===== src/rtl/fetch_if.sv =====
// Fetch-stage bus: decoder/execute handshake plus the byte-wide instruction memory port.
// The master modport is the fetch stage; the slave modport is its environment.
interface fetch_if #(
    parameter int ADDR_W = 8
);
    // Handshakes: en is a one-cycle request sampled only while idle; mem_valid
    // qualifies mem_data whenever mem_rd is high (may be the same cycle);
    // ready is a one-cycle pulse meaning inst/inst_pc were just updated.
    logic              en;
    logic              jmp;
    logic [ADDR_W-1:0] jmp_addr;
    logic [ADDR_W-1:0] mem_addr;
    logic              mem_rd;
    logic [7:0]        mem_data;
    logic              mem_valid;
    logic [15:0]       inst;
    logic [ADDR_W-1:0] inst_pc;
    logic [ADDR_W-1:0] pc;
    logic              ready;
    logic              busy;
    logic              fault;

    modport master (
        input  en, jmp, jmp_addr, mem_data, mem_valid,
        output mem_addr, mem_rd, inst, inst_pc, pc, ready, busy, fault
    );

    modport slave (
        output en, jmp, jmp_addr, mem_data, mem_valid,
        input  mem_addr, mem_rd, inst, inst_pc, pc, ready, busy, fault
    );
endinterface


===== src/rtl/fetch.sv =====
// bf8b instruction fetch: reads a big-endian 16-bit instruction as two bytes, owns the PC.
// Optional FETCH_ALIGN_CHECK_EN: odd jump targets are aligned down and raise a sticky fault.
module fetch #(
    parameter int                ADDR_W   = 8,
    parameter logic [ADDR_W-1:0] RESET_PC = '0
) (
    input  logic        clk,
    input  logic        rst_n,
    fetch_if.master     bus,
    output logic [1:0]  o_state
);

    typedef enum logic [1:0] {
        S_IDLE  = 2'd0,
        S_RD_HI = 2'd1,
        S_RD_LO = 2'd2
    } state_t;

    state_t            r_state;
    logic [ADDR_W-1:0] r_pc;
    logic [ADDR_W-1:0] r_mem_addr;
    logic              r_mem_rd;
    logic [7:0]        r_hi;
    logic [15:0]       r_inst;
    logic [ADDR_W-1:0] r_inst_pc;
    logic              r_ready;
    logic              r_busy;
    logic              r_fault;

    logic [ADDR_W-1:0] w_jmp_target;
    logic              w_jmp_odd;
    logic [ADDR_W-1:0] w_pc_p1;
    logic [ADDR_W-1:0] w_pc_p2;

`ifdef FETCH_ALIGN_CHECK_EN
    assign w_jmp_target = {bus.jmp_addr[ADDR_W-1:1], 1'b0};
    assign w_jmp_odd    = bus.jmp_addr[0];
`else
    assign w_jmp_target = bus.jmp_addr;
    assign w_jmp_odd    = 1'b0;
`endif

    // Modulo 2^ADDR_W wrap falls out of the fixed-width adds.
    assign w_pc_p1 = r_pc + ADDR_W'(1);
    assign w_pc_p2 = r_pc + ADDR_W'(2);

    always_ff @(posedge clk or negedge rst_n) begin
        if (!rst_n) begin
            r_state    <= S_IDLE;
            r_pc       <= RESET_PC;
            r_mem_addr <= RESET_PC;
            r_mem_rd   <= 1'b0;
            r_hi       <= 8'h00;
            r_inst     <= 16'h0000;
            r_inst_pc  <= RESET_PC;
            r_ready    <= 1'b0;
            r_busy     <= 1'b0;
            r_fault    <= 1'b0;
        end else begin
            r_ready <= 1'b0;
            case (r_state)
                S_IDLE: begin
                    if (bus.jmp) begin
                        r_pc    <= w_jmp_target;
                        r_fault <= r_fault | w_jmp_odd;
                    end else if (bus.en && !r_fault) begin
                        r_mem_addr <= r_pc;
                        r_mem_rd   <= 1'b1;
                        r_busy     <= 1'b1;
                        r_state    <= S_RD_HI;
                    end
                end
                S_RD_HI, S_RD_LO: begin
                    // A redirect wins over any byte arriving in the same cycle.
                    if (bus.jmp) begin
                        r_pc     <= w_jmp_target;
                        r_fault  <= r_fault | w_jmp_odd;
                        r_mem_rd <= 1'b0;
                        r_busy   <= 1'b0;
                        r_state  <= S_IDLE;
                    end else if (bus.mem_valid) begin
                        if (r_state == S_RD_HI) begin
                            r_hi       <= bus.mem_data;
                            r_mem_addr <= w_pc_p1;
                            r_state    <= S_RD_LO;
                        end else begin
                            r_inst    <= {r_hi, bus.mem_data};
                            r_inst_pc <= r_pc;
                            r_pc      <= w_pc_p2;
                            r_mem_rd  <= 1'b0;
                            r_busy    <= 1'b0;
                            r_ready   <= 1'b1;
                            r_state   <= S_IDLE;
                        end
                    end
                end
                default: begin
                    r_mem_rd <= 1'b0;
                    r_busy   <= 1'b0;
                    r_state  <= S_IDLE;
                end
            endcase
        end
    end

    assign bus.mem_addr = r_mem_addr;
    assign bus.mem_rd   = r_mem_rd;
    assign bus.inst     = r_inst;
    assign bus.inst_pc  = r_inst_pc;
    assign bus.pc       = r_pc;
    assign bus.ready    = r_ready;
    assign bus.busy     = r_busy;
    assign bus.fault    = r_fault;
    assign o_state      = r_state;

endmodule

===== src/flat_wrapper.sv =====
// flat-port wrapper written by rule: the top's interface ports become plain ports
module fetch_flat 
#(
    parameter int                ADDR_W   = 8,
    parameter logic [ADDR_W-1:0] RESET_PC = '0
)
  (clk, rst_n, o_state, bus_en, bus_jmp, bus_jmp_addr, bus_mem_data, bus_mem_valid, bus_mem_addr, bus_mem_rd, bus_inst, bus_inst_pc, bus_pc, bus_ready, bus_busy, bus_fault);
  fetch_if #(.ADDR_W(ADDR_W)) bus_i ();
  input  logic clk;
  input  logic rst_n;
  output logic [1:0] o_state;
  input wire logic [$bits(bus_i.en)-1:0] bus_en;
  input wire logic [$bits(bus_i.jmp)-1:0] bus_jmp;
  input wire logic [$bits(bus_i.jmp_addr)-1:0] bus_jmp_addr;
  input wire logic [$bits(bus_i.mem_data)-1:0] bus_mem_data;
  input wire logic [$bits(bus_i.mem_valid)-1:0] bus_mem_valid;
  output wire logic [$bits(bus_i.mem_addr)-1:0] bus_mem_addr;
  output wire logic [$bits(bus_i.mem_rd)-1:0] bus_mem_rd;
  output wire logic [$bits(bus_i.inst)-1:0] bus_inst;
  output wire logic [$bits(bus_i.inst_pc)-1:0] bus_inst_pc;
  output wire logic [$bits(bus_i.pc)-1:0] bus_pc;
  output wire logic [$bits(bus_i.ready)-1:0] bus_ready;
  output wire logic [$bits(bus_i.busy)-1:0] bus_busy;
  output wire logic [$bits(bus_i.fault)-1:0] bus_fault;
  assign bus_i.en = bus_en;
  assign bus_i.jmp = bus_jmp;
  assign bus_i.jmp_addr = bus_jmp_addr;
  assign bus_i.mem_data = bus_mem_data;
  assign bus_i.mem_valid = bus_mem_valid;
  assign bus_mem_addr = bus_i.mem_addr;
  assign bus_mem_rd = bus_i.mem_rd;
  assign bus_inst = bus_i.inst;
  assign bus_inst_pc = bus_i.inst_pc;
  assign bus_pc = bus_i.pc;
  assign bus_ready = bus_i.ready;
  assign bus_busy = bus_i.busy;
  assign bus_fault = bus_i.fault;
  fetch #(.ADDR_W(ADDR_W), .RESET_PC(RESET_PC)) u_core (.clk(clk), .rst_n(rst_n), .bus(bus_i), .o_state(o_state));
endmodule

===== config.mk =====
export PLATFORM = sky130hd
export DESIGN_NAME = fetch_flat
export DESIGN_NICKNAME = d
export VERILOG_FILES = /design/src/rtl/fetch_if.sv /design/src/rtl/fetch.sv /design/src/flat_wrapper.sv
export SDC_FILE = /design/constraint.sdc
export NUM_CORES = 1
export LEC_CHECK = 0
export BUFFER_PORTS_ARGS = -buffer_cell sky130_fd_sc_hd__buf_2
export CORE_MARGIN = 4
export CORE_UTILIZATION = 37
export DETAILED_ROUTE_END_ITERATION = 7
export GPL_TIMING_DRIVEN = 0
export PLACE_DENSITY = 0.63
export SKIP_CTS_REPAIR_TIMING = 1
export SYNTH_ARGS = -nofsm -noshare
export SYNTH_HDL_FRONTEND = slang
export SYNTH_SLANG_ARGS = --single-unit

===== constraint.sdc =====
create_clock -name clk -period 2.3 [get_ports clk]
set_input_delay 0.115 -clock clk [delete_from_list [all_inputs] [get_ports clk]]
set_output_delay 0.115 -clock clk [all_outputs]
set_load 0.005 [all_outputs]

==> impl_metrics.env, run 1 <==
export IMPL_tightest_slew_ns=1.158
export IMPL_cpPeakStageDelay_ns=0.43
export IMPL_wirelength_um=5078
export IMPL_routed_via_density=4.893
export IMPL_finish_utilization_pct=48.03
export IMPL_worst_r2r_path_depth=7
export IMPL_maxSlewViolCount=0
export IMPL_synth_nets=224
export IMPL_clock_skew_ns=0.01026
export IMPL_drt_met1_wl_um=2197
export IMPL_vias=1698
export IMPL_place_worst_setup_slack_ns=0.04427
export IMPL_start_util_pct=39.06
export IMPL_slew_limit_headroom_pct=22.77
export IMPL_cp_data_arrival_time_ns=2.32
export IMPL_crit_family="flip-flops"
export IMPL_worst_path_max_fanout=8
export IMPL_rsz0062_at_grt="no"
export IMPL_portBuffers=65
export IMPL_endpoint_kind="register"
export IMPL_setup_viol_count_final=0
export IMPL_r2r_start="u_core.o_state[0]"
export IMPL_path_buf_inv=2
export IMPL_area_growth_pct=22.96
export IMPL_htreeDepth=2
export IMPL_synth_area_per_cell_um2=12.15
export IMPL_synth_edff_count=0
export IMPL_fin_setup_tns_ns=0
export IMPL_detail_route_antenna_nets=0
export IMPL_reg2reg_slack_ns=0.18
export IMPL_p_leak_nw=1.364
export IMPL_grtUsageTotal_pct=14.10
export IMPL_tritoncts="done"
export IMPL_placementRows=28
export IMPL_die_area_um2=7783
export IMPL_die_h_um=88.22
export IMPL_clk_latency_ns=0.31
export IMPL_required_ns=2.50
export IMPL_worst_slack_ns=0.1815
export IMPL_grt_pass1_vias=1688
export IMPL_antenna_cells=0
export IMPL_crit_chain="inv_1, ha_1, nand2b_1, buf_2, a2bb2oi_1, and2b_1, mux2_2"
export IMPL_dominantRegCellSynth="dfrtp_1"
export IMPL_grt_max_degree=53
export IMPL_drt_initial_drc_count=74
export IMPL_cts_root_buf="clkbuf_8"
export IMPL_period_share_pct=92.11
export IMPL_layout_commonest_cell="buf_2"
export IMPL_final_hold_violation_count=0
export IMPL_cts_clk_slew_worst_paths_ns=0.10
export IMPL_top_layer_used="met4"
export IMPL_hold_class="primary input to async pin"
export IMPL_crit_slowest_cell="dfrtp_1"
export IMPL_ir_drop_mv=0.5939
export IMPL_min_period_ns=2.118
export IMPL_grt_antenna_before_repair=0
export IMPL_synthArstFlopShare_pct=100.0
export IMPL_num_io_pins=67
export IMPL_p_per_area_nw_per_um2=1383
export IMPL_dpl_hpwl_um=3647
export IMPL_cp_startpoint="u_core.o_state[0]"
export IMPL_cts_num_sinks=52
export IMPL_status="finished, final reports clean"
export IMPL_grt_pass1_wl_um=8493
export IMPL_wl_per_cell_um=14.63
export IMPL_cts_buffers=5
export IMPL_drive_gt1_share_pct=45.22
export IMPL_worstReg2RegEnd="u_core.bus.busy"
export IMPL_synth_seq_cells=52
export IMPL_die_w_um=88.22
export IMPL_met2_length_um=2473
export IMPL_cap_violations=0
export IMPL_gr_total_overflow=0
export IMPL_wl_met3_um=352
export IMPL_critical_path_class="register to register"
export IMPL_core_region_area_um2=6096
export IMPL_synth_distinct_cells=34
export IMPL_first_pass_iters=4
export IMPL_start_kind="register"
export IMPL_ys_seq_area_share_pct=54.65
export IMPL_syn_inst=196
export IMPL_cts_path_max_buffers=2
export IMPL_syn_area_um2=2381
export IMPL_ys_warn_count=0
export IMPL_place_gp_congestion=0.7530
export IMPL_max_freq_mhz=472.0
export IMPL_nets=299
export IMPL_route_detailed_drc=0
export IMPL_mostFrequentLayoutCells="buf_2 (69), dfrtp_1 (52), mux2_2 (34), nor2_1 (16), nand2_1 (12)"
==> logic make-up (layout without fill, tap and decap cells) <==
logic type	after synthesis	in the layout	synth area share [%]
AND/OR/NAND/NOR	51	51	10.51
other	1	1	0.1575
AO/OA/AOI/OAI	28	28	7.882
adder cells (fa/ha/maj)	7	7	3.678
XOR/XNOR	6	6	2.207
flip-flops	52	52	54.65
buffers and inverters	14	90	3.521
multiplexers	37	37	17.39
==> Yosys cell counts, types with 3 or more instances <==
library cell  instances  area [um2]
a2bb2oi_1             6       52.55
mux2_2               34       382.9
o21ai_0               6       30.03
buf_4                 3       22.52
nand2_1              12       45.04
xor2_1                4       35.03
ha_1                  7       87.58
buf_2                 4       20.02
inv_1                 3       11.26
nor3_1                5       25.02
a21oi_1               7       35.03
dfrtp_1              52        1301
nand2b_1              3       18.77
nor2_1               16       60.06
nand3_1               6       30.03
==> stage by stage <==
stage / power [W] / cells / cell area [um2] / hold slack [ns]
2_1_floorplan: 0.002809 / 196 / 2381 / -0.1806
3_3_place_gp: 0.003458 / 336 / 2800 / 0.3631
3_5_place_dp: 0.003502 / 336 / 2800 / 0.3650
4_1_cts: 0.004090 / 344 / 2898 / 0.01741
5_1_grt: 0.004430 / 347 / 2928 / 0.02075
6_report: 0.004048 / 347 / 2928 / 0.02943
==> how the worst max path moves through the flow <==
stage,cells after the start,slack (ns),end
final,7,0.18,u_core.bus.busy
after global routing,7,0.02,u_core.bus.busy
after CTS,7,0.01,u_core.bus.inst[8]
after detailed placement,7,0.04,u_core.bus.inst[8]
after global placement,7,0.06,u_core.bus.inst[6]
after floorplan,7,0.34,u_core.bus.inst[1]
==> layout make-up <==
| type | count | area (um2) |
|---|---|---|
| flip-flops and latches | 52 | 1301 |
| repair buffers | 68 | 347.8 |
| well taps | 75 | 93.84 |
| plain buffers | 11 | 72.57 |
| clock inverters | 3 | 28.78 |
| clock buffers | 5 | 68.82 |
| fillers | 595 | 3168 |
| inverters | 3 | 11.26 |
| multi-input cells | 130 | 1003 |
==> layer usage <==
layer	GRT usage (%)	vias to the layer above
li1	-	830
met1	18.38	811
met2	23.32	51
met3	3.818	6
met4	3.709	0
met5	0	-
==> state kept, by name, summed over array words and instances (netlist names) <==
name,flops
u_core.bus.mem_addr,8
u_core.o_state,2
u_core.bus.inst,16
u_core.bus.busy,1
u_core.r_hi,8
u_core.bus.inst_pc,8
u_core.bus.ready,1
u_core.bus.pc,8
==> power by group <==
group,internal [W],switching [W]
Combinational,0.000966,0.000854
Sequential,0.00136,0.000298
Clock,0.000230,0.000334
Total,0.00256,0.00149
==> worst reg2reg max path: cells and delay by family (launching register included) <==
family | cells | cell delay, ns
mux | 1 | 0.33
flops | 1 | 0.43
fa+ha+maj | 1 | 0.33
compound gates | 1 | 0.34
buf+inv | 2 | 0.31
simple gates | 2 | 0.27
Note: power is estimated with default switching activity, not from simulation.
==> run 2, diff against run 1 <==
--- a/config.mk
+++ b/config.mk
@@ -6,11 +6,13 @@
 export NUM_CORES = 1
 export LEC_CHECK = 0
 export BUFFER_PORTS_ARGS = -buffer_cell sky130_fd_sc_hd__buf_2
+export CELL_PAD_IN_SITES_DETAIL_PLACEMENT = 1
+export CELL_PAD_IN_SITES_GLOBAL_PLACEMENT = 2
 export CORE_MARGIN = 4
-export CORE_UTILIZATION = 37
+export CORE_UTILIZATION = 33
 export DETAILED_ROUTE_END_ITERATION = 7
 export GPL_TIMING_DRIVEN = 0
-export PLACE_DENSITY = 0.63
+export PLACE_DENSITY = 0.82
 export SKIP_CTS_REPAIR_TIMING = 1
 export SYNTH_ARGS = -nofsm -noshare
 export SYNTH_HDL_FRONTEND = slang
==> run 2 against run 1 <==
  * Sequential cell count unchanged
  * Die area increased by 11%
  * Sequential power about the same
  * Largest power group unchanged
  * Final cell count increased by 6.3%
  * Total power increased by 2.3%
  * Wire length increased by 8.2%
  * Clock-buffer cell count unchanged
  * First-iteration DRC count decreased by 65%
  * Maximum frequency increased by 0.12%
  * Global-route usage decreased by 0.75 points
  * Register-to-register slack about the same
==> impl_metrics.env, run 2 (same netlist as run 1, synthesis figures left out) <==
export IMPL_start_kind="register"
export IMPL_cp_data_arrival_time_ns=2.31
export IMPL_worst_slack_ns=0.1841
export IMPL_grt_pass1_vias=1860
export IMPL_core_region_area_um2=6907
export IMPL_placementRows=30
export IMPL_cap_violations=0
export IMPL_cp_startpoint="u_core.o_state[0]"
export IMPL_design_area_um2=2978
export IMPL_area_growth_pct=25.07
export IMPL_cts_clk_slew_worst_paths_ns=0.10
export IMPL_layout_commonest_cell="buf_2"
export IMPL_n_fill_cell=809
export IMPL_p_per_area_nw_per_um2=1390
export IMPL_drt_initial_drc_count=26
export IMPL_first_pass_iters=4
export IMPL_vias=1735
export IMPL_wirelength_um=5496
export IMPL_die_h_um=92.94
export IMPL_cts_path_max_buffers=2
export IMPL_nets=300
export IMPL_hold_class="primary input to async pin"
export IMPL_dpl_hpwl_um=4020
export IMPL_portBuffers=65
export IMPL_setup_viol_count_final=0
export IMPL_grt_use_met3_pct=3.656
export IMPL_grt_pass1_wl_um=9128
export IMPL_mostFrequentLayoutCells="buf_2 (69), dfrtp_1 (52), mux2_2 (34), nor2_1 (16), nand2_1 (12)"
export IMPL_clk_latency_ns=0.31
export IMPL_max_freq_mhz=472.6
export IMPL_worst_path_max_fanout=8
export IMPL_crit_chain="inv_1, ha_1, nand2b_1, buf_2, a2bb2oi_1, and2b_1, mux2_2"
export IMPL_wl_per_cell_um=14.89
export IMPL_drive_gt1_share_pct=45.79
export IMPL_grt_antenna_before_repair=0
export IMPL_required_ns=2.49
export IMPL_die_area_um2=8638
export IMPL_cts_root_buf="clkbuf_8"
export IMPL_reg2reg_slack_ns=0.18
export IMPL_r2r_start="u_core.o_state[0]"
export IMPL_grt_max_degree=53
export IMPL_cts_buffers=5
export IMPL_grtUsageTotal_pct=13.35
export IMPL_tritoncts="done"
export IMPL_htreeDepth=2
export IMPL_crit_slowest_cell="dfrtp_1"
export IMPL_grtUsageMet2_pct=22.74
export IMPL_num_io_pins=67
export IMPL_p_leak_nw=1.374
export IMPL_final_hold_violation_count=0
export IMPL_slew_limit_headroom_pct=23.10
export IMPL_timing_hold_ws_ns=0.02143
export IMPL_gr_total_overflow=0
export IMPL_cpPeakStageDelay_ns=0.42
export IMPL_rsz0062_at_grt="no"
export IMPL_antenna_cells=0
export IMPL_place_gp_congestion=0.7330
export IMPL_placed_area_um2=2826
export IMPL_tightest_slew_ns=1.154
export IMPL_die_w_um=92.94
export IMPL_detail_route_antenna_nets=0
export IMPL_clock_skew_ns=0.01315
export IMPL_routed_via_density=4.702
export IMPL_endpoint_kind="register"
export IMPL_grt_use_met1_pct=16.42
export IMPL_ir_drop_mv=0.5404
export IMPL_cts_num_sinks=52
export IMPL_fin_setup_tns_ns=0
export IMPL_place_worst_setup_slack_ns=0.02028
export IMPL_gr_max_usage_layer="met2"
export IMPL_period_share_pct=92.00
export IMPL_maxSlewViolCount=0
export IMPL_min_period_ns=2.116
export IMPL_largest_register_ffs=16
export IMPL_route_detailed_drc=0
export IMPL_start_util_pct=34.47
export IMPL_critical_path_class="register to register"
export IMPL_status="finished, final reports clean"
==> run 2: through the flow <==
| step | std cells | util (%) | total power, W |
|---|---|---|---|
| floorplan | 196 | - | 0.002809 |
| CTS | 365 | 42.54 | 0.004182 |
| detailed placement | 357 | 40.92 | 0.003539 |
| global route | 369 | 43.12 | 0.004521 |
| global placement | 357 | 40.92 | 0.003472 |
| finish | 369 | 43.12 | 0.004141 |
==> run 2: routing by layer <==
layer | wire length [um] | part of all wire, % | up-vias
li1 | - | - | 833
met1 | 2314 | 42 | 853
met2 | 2775 | 50 | 44
met3 | 349 | 6.4 | 5
met4 | 57 | 1.0 | 0
met5 | 0 | 0 | -
==> run 2: path summary, 6_finish.rpt <==
path                                           to  depth (start not counted)
max                               u_core.bus.busy                          7
min                        u_core.bus.mem_addr[7]                          1
min in group clk               u_core.bus.inst[2]                          2
max in group asynchronous     u_core.bus.inst[14]                          1
max reg2reg                       u_core.bus.busy                          7
min reg2reg                   u_core.bus.inst[10]                          1
==> run 2: layout make-up <==
cell class | instances | area [um2] | area share (%)
inverters | 3 | 11.26 | 0.3782
well taps | 96 | 120.1 | 4.034
clock buffers | 5 | 68.82 | 2.311
repair buffers | 69 | 355.3 | 11.93
flip-flops and latches | 52 | 1301 | 43.70
plain buffers | 11 | 72.57 | 2.437
multi-input cells | 130 | 1006 | 33.78
clock inverters | 3 | 42.54 | 1.429
==> run 2: worst max-delay path, delay by kind of cell, from the launching register on <==
kind	cells	cell delay, ns
DFF	1	0.42
adders and majority gates	1	0.34
buffers and inverters	2	0.32
and+or+nand+nor	2	0.26
AOI/OAI and AO/OA	1	0.34
muxes	1	0.32
==> run 2: report_power, final <==
part           leakage, nW  switching (W)  internal (W)
registers            0.610       0.000304       0.00137
clock network       0.0541       0.000305      0.000322
logic                0.710       0.000869      0.000975
==> run 3, diff against run 2 <==
--- a/config.mk
+++ b/config.mk
@@ -13,7 +13,9 @@
 export DETAILED_ROUTE_END_ITERATION = 7
 export GPL_TIMING_DRIVEN = 0
 export PLACE_DENSITY = 0.82
+export RECOVER_POWER = 100
 export SKIP_CTS_REPAIR_TIMING = 1
 export SYNTH_ARGS = -nofsm -noshare
 export SYNTH_HDL_FRONTEND = slang
 export SYNTH_SLANG_ARGS = --single-unit
+export TNS_END_PERCENT = 5
==> run 3 against run 2 <==
  * Sequential cell count did not move
  * Design area is 1.4% lower
  * Clock skew about the same
  * Sequential share of layout area increased by 0.61 points
  * Highest routed layer unchanged
  * Critical endpoint is now u_core.bus.inst_pc[5]
  * Critical path type unchanged
==> impl_metrics.env, run 3 (same netlist as run 1, synthesis figures left out) <==
export IMPL_grt_antenna_before_repair=0
export IMPL_die_area_um2=8638
export IMPL_grt_max_degree=53
export IMPL_cp_data_arrival_time_ns=2.36
export IMPL_place_gp_congestion=0.7330
export IMPL_cap_violations=0
export IMPL_slew_limit_headroom_pct=14.01
export IMPL_rsz0062_at_grt="no"
export IMPL_hold_class="primary input to register"
export IMPL_wirelength_um=5487
export IMPL_layout_commonest_cell="dfrtp_1"
export IMPL_tightest_slew_ns=1.290
export IMPL_required_ns=2.51
export IMPL_max_freq_mhz=465.4
export IMPL_clock_skew_ns=0.01304
export IMPL_min_period_ns=2.149
export IMPL_setup_viol_count_final=0
export IMPL_portBuffers=65
export IMPL_fin_setup_tns_ns=0
export IMPL_grt_pass1_wl_um=9128
export IMPL_status="finished, final reports clean"
export IMPL_routed_via_density=4.691
export IMPL_cts_num_sinks=52
export IMPL_period_share_pct=93.42
export IMPL_tritoncts="done"
export IMPL_placementRows=30
export IMPL_start_util_pct=34.47
export IMPL_power_w=0.004080
export IMPL_num_io_pins=67
export IMPL_drt_initial_drc_count=25
export IMPL_cts_clk_slew_worst_paths_ns=0.10
export IMPL_die_h_um=92.94
export IMPL_critical_path_class="register to register"
export IMPL_largest_register_ffs=16
export IMPL_gr_total_overflow=0
export IMPL_drive_gt1_share_pct=35.53
export IMPL_detail_route_antenna_nets=0
export IMPL_cts_root_buf="clkbuf_8"
export IMPL_area_growth_pct=23.33
export IMPL_grtUsageTotal_pct=13.35
export IMPL_ir_drop_mv=0.5348
export IMPL_dpl_hpwl_um=4020
export IMPL_p_per_area_nw_per_um2=1389
export IMPL_worst_path_max_fanout=8
export IMPL_cts_buffers=5
export IMPL_mostFrequentLayoutCells="dfrtp_1 (52), buf_2 (41), mux2_2 (34), clkbuf_1 (29), nor2_1 (16)"
export IMPL_htreeDepth=2
export IMPL_endpoint_kind="register"
export IMPL_maxSlewViolCount=0
export IMPL_route_detailed_drc=0
export IMPL_p_leak_nw=1.292
export IMPL_finish_utilization_pct=42.52
export IMPL_die_w_um=92.94
export IMPL_nets=300
export IMPL_first_pass_iters=4
export IMPL_vias=1731
export IMPL_final_hold_violation_count=0
export IMPL_grt_pass1_vias=1860
export IMPL_start_kind="register"
export IMPL_cts_path_max_buffers=2
export IMPL_clk_latency_ns=0.31
export IMPL_core_region_area_um2=6907
export IMPL_wl_per_cell_um=14.87
export IMPL_antenna_cells=0
==> run 3: changes by cell type in the layout (fill, tap and decap cells not counted) <==
cell	before	now
buf_2	69	41
buf_4	7	3
clkbuf_1	2	29
clkbuf_2	0	3
clkbuf_4	0	2
nor2b_1	1	2
nor2b_2	1	0
==> run 3: final timing paths <==
path / cells past startpoint / to / start / slack [ns]
setup / recovery: 8 / u_core.bus.inst_pc[5] / u_core.o_state[0] / 0.15
hold / removal: 2 / u_core.bus.inst[2] / bus_mem_data[2] / 0.05
setup reg to reg: 8 / u_core.bus.inst_pc[5] / u_core.o_state[0] / 0.15
hold reg to reg: 1 / u_core.bus.inst[10] / u_core.r_hi[2] / 0.51
max in group asynchronous: 1 / u_core.bus.inst[14] / rst_n / 1.43
min in group asynchronous: 1 / u_core.bus.mem_addr[7] / rst_n / 0.07
==> run 3: final cells by class <==
type	count	area (um2)
Timing Repair Buffer	69	316.6
Clock buffer	5	68.82
Fill cell	813	3970
Tap cell	96	120.1
Clock inverter	3	42.54
Multi-Input combinational cell	130	1003
Buffer	11	72.57
Sequential cell	52	1301
Inverter	3	11.26
==> run 3: per-layer routing <==
layer | track usage, % | vias to the layer above | part of all wire (%)
li1 | - | 833 | -
met1 | 16.42 | 849 | 42
met2 | 22.74 | 44 | 51
met3 | 3.656 | 5 | 6.3
met4 | 4.029 | 0 | 1.0
met5 | 0 | - | 0
==> run 3: critical path: stages, from the launching register on <==
cell	delay, ns
dfrtp_1	0.43
inv_1	0.10
ha_1	0.33
nand2b_1	0.06
buf_2	0.18
nor3b_4	0.19
clkbuf_2	0.22
clkbuf_1	0.19
mux2_2	0.35
==> run 3: per-stage QoR <==
step	cells	area (um2)	hold WS [ns]	setup WS, ns
after floorplan	196	2381	-0.1806	0.3416
after global placement	357	2826	0.3573	0.06457
after detailed placement	357	2826	0.3650	0.02028
after CTS	365	2938	0.03210	0.01306
after global routing	369	2937	0.03117	0.001961
final	369	2937	0.04658	0.1513
==> run 3: power by group <==
group	total [W]	leakage, nW	internal [W]	switching [W]
Combinational	0.00178	0.628	0.000909	0.000868
Sequential	0.00168	0.610	0.00137	0.000310
Clock	0.000627	0.0541	0.000322	0.000304
Total	0.00408	1.29	0.00260	0.00148
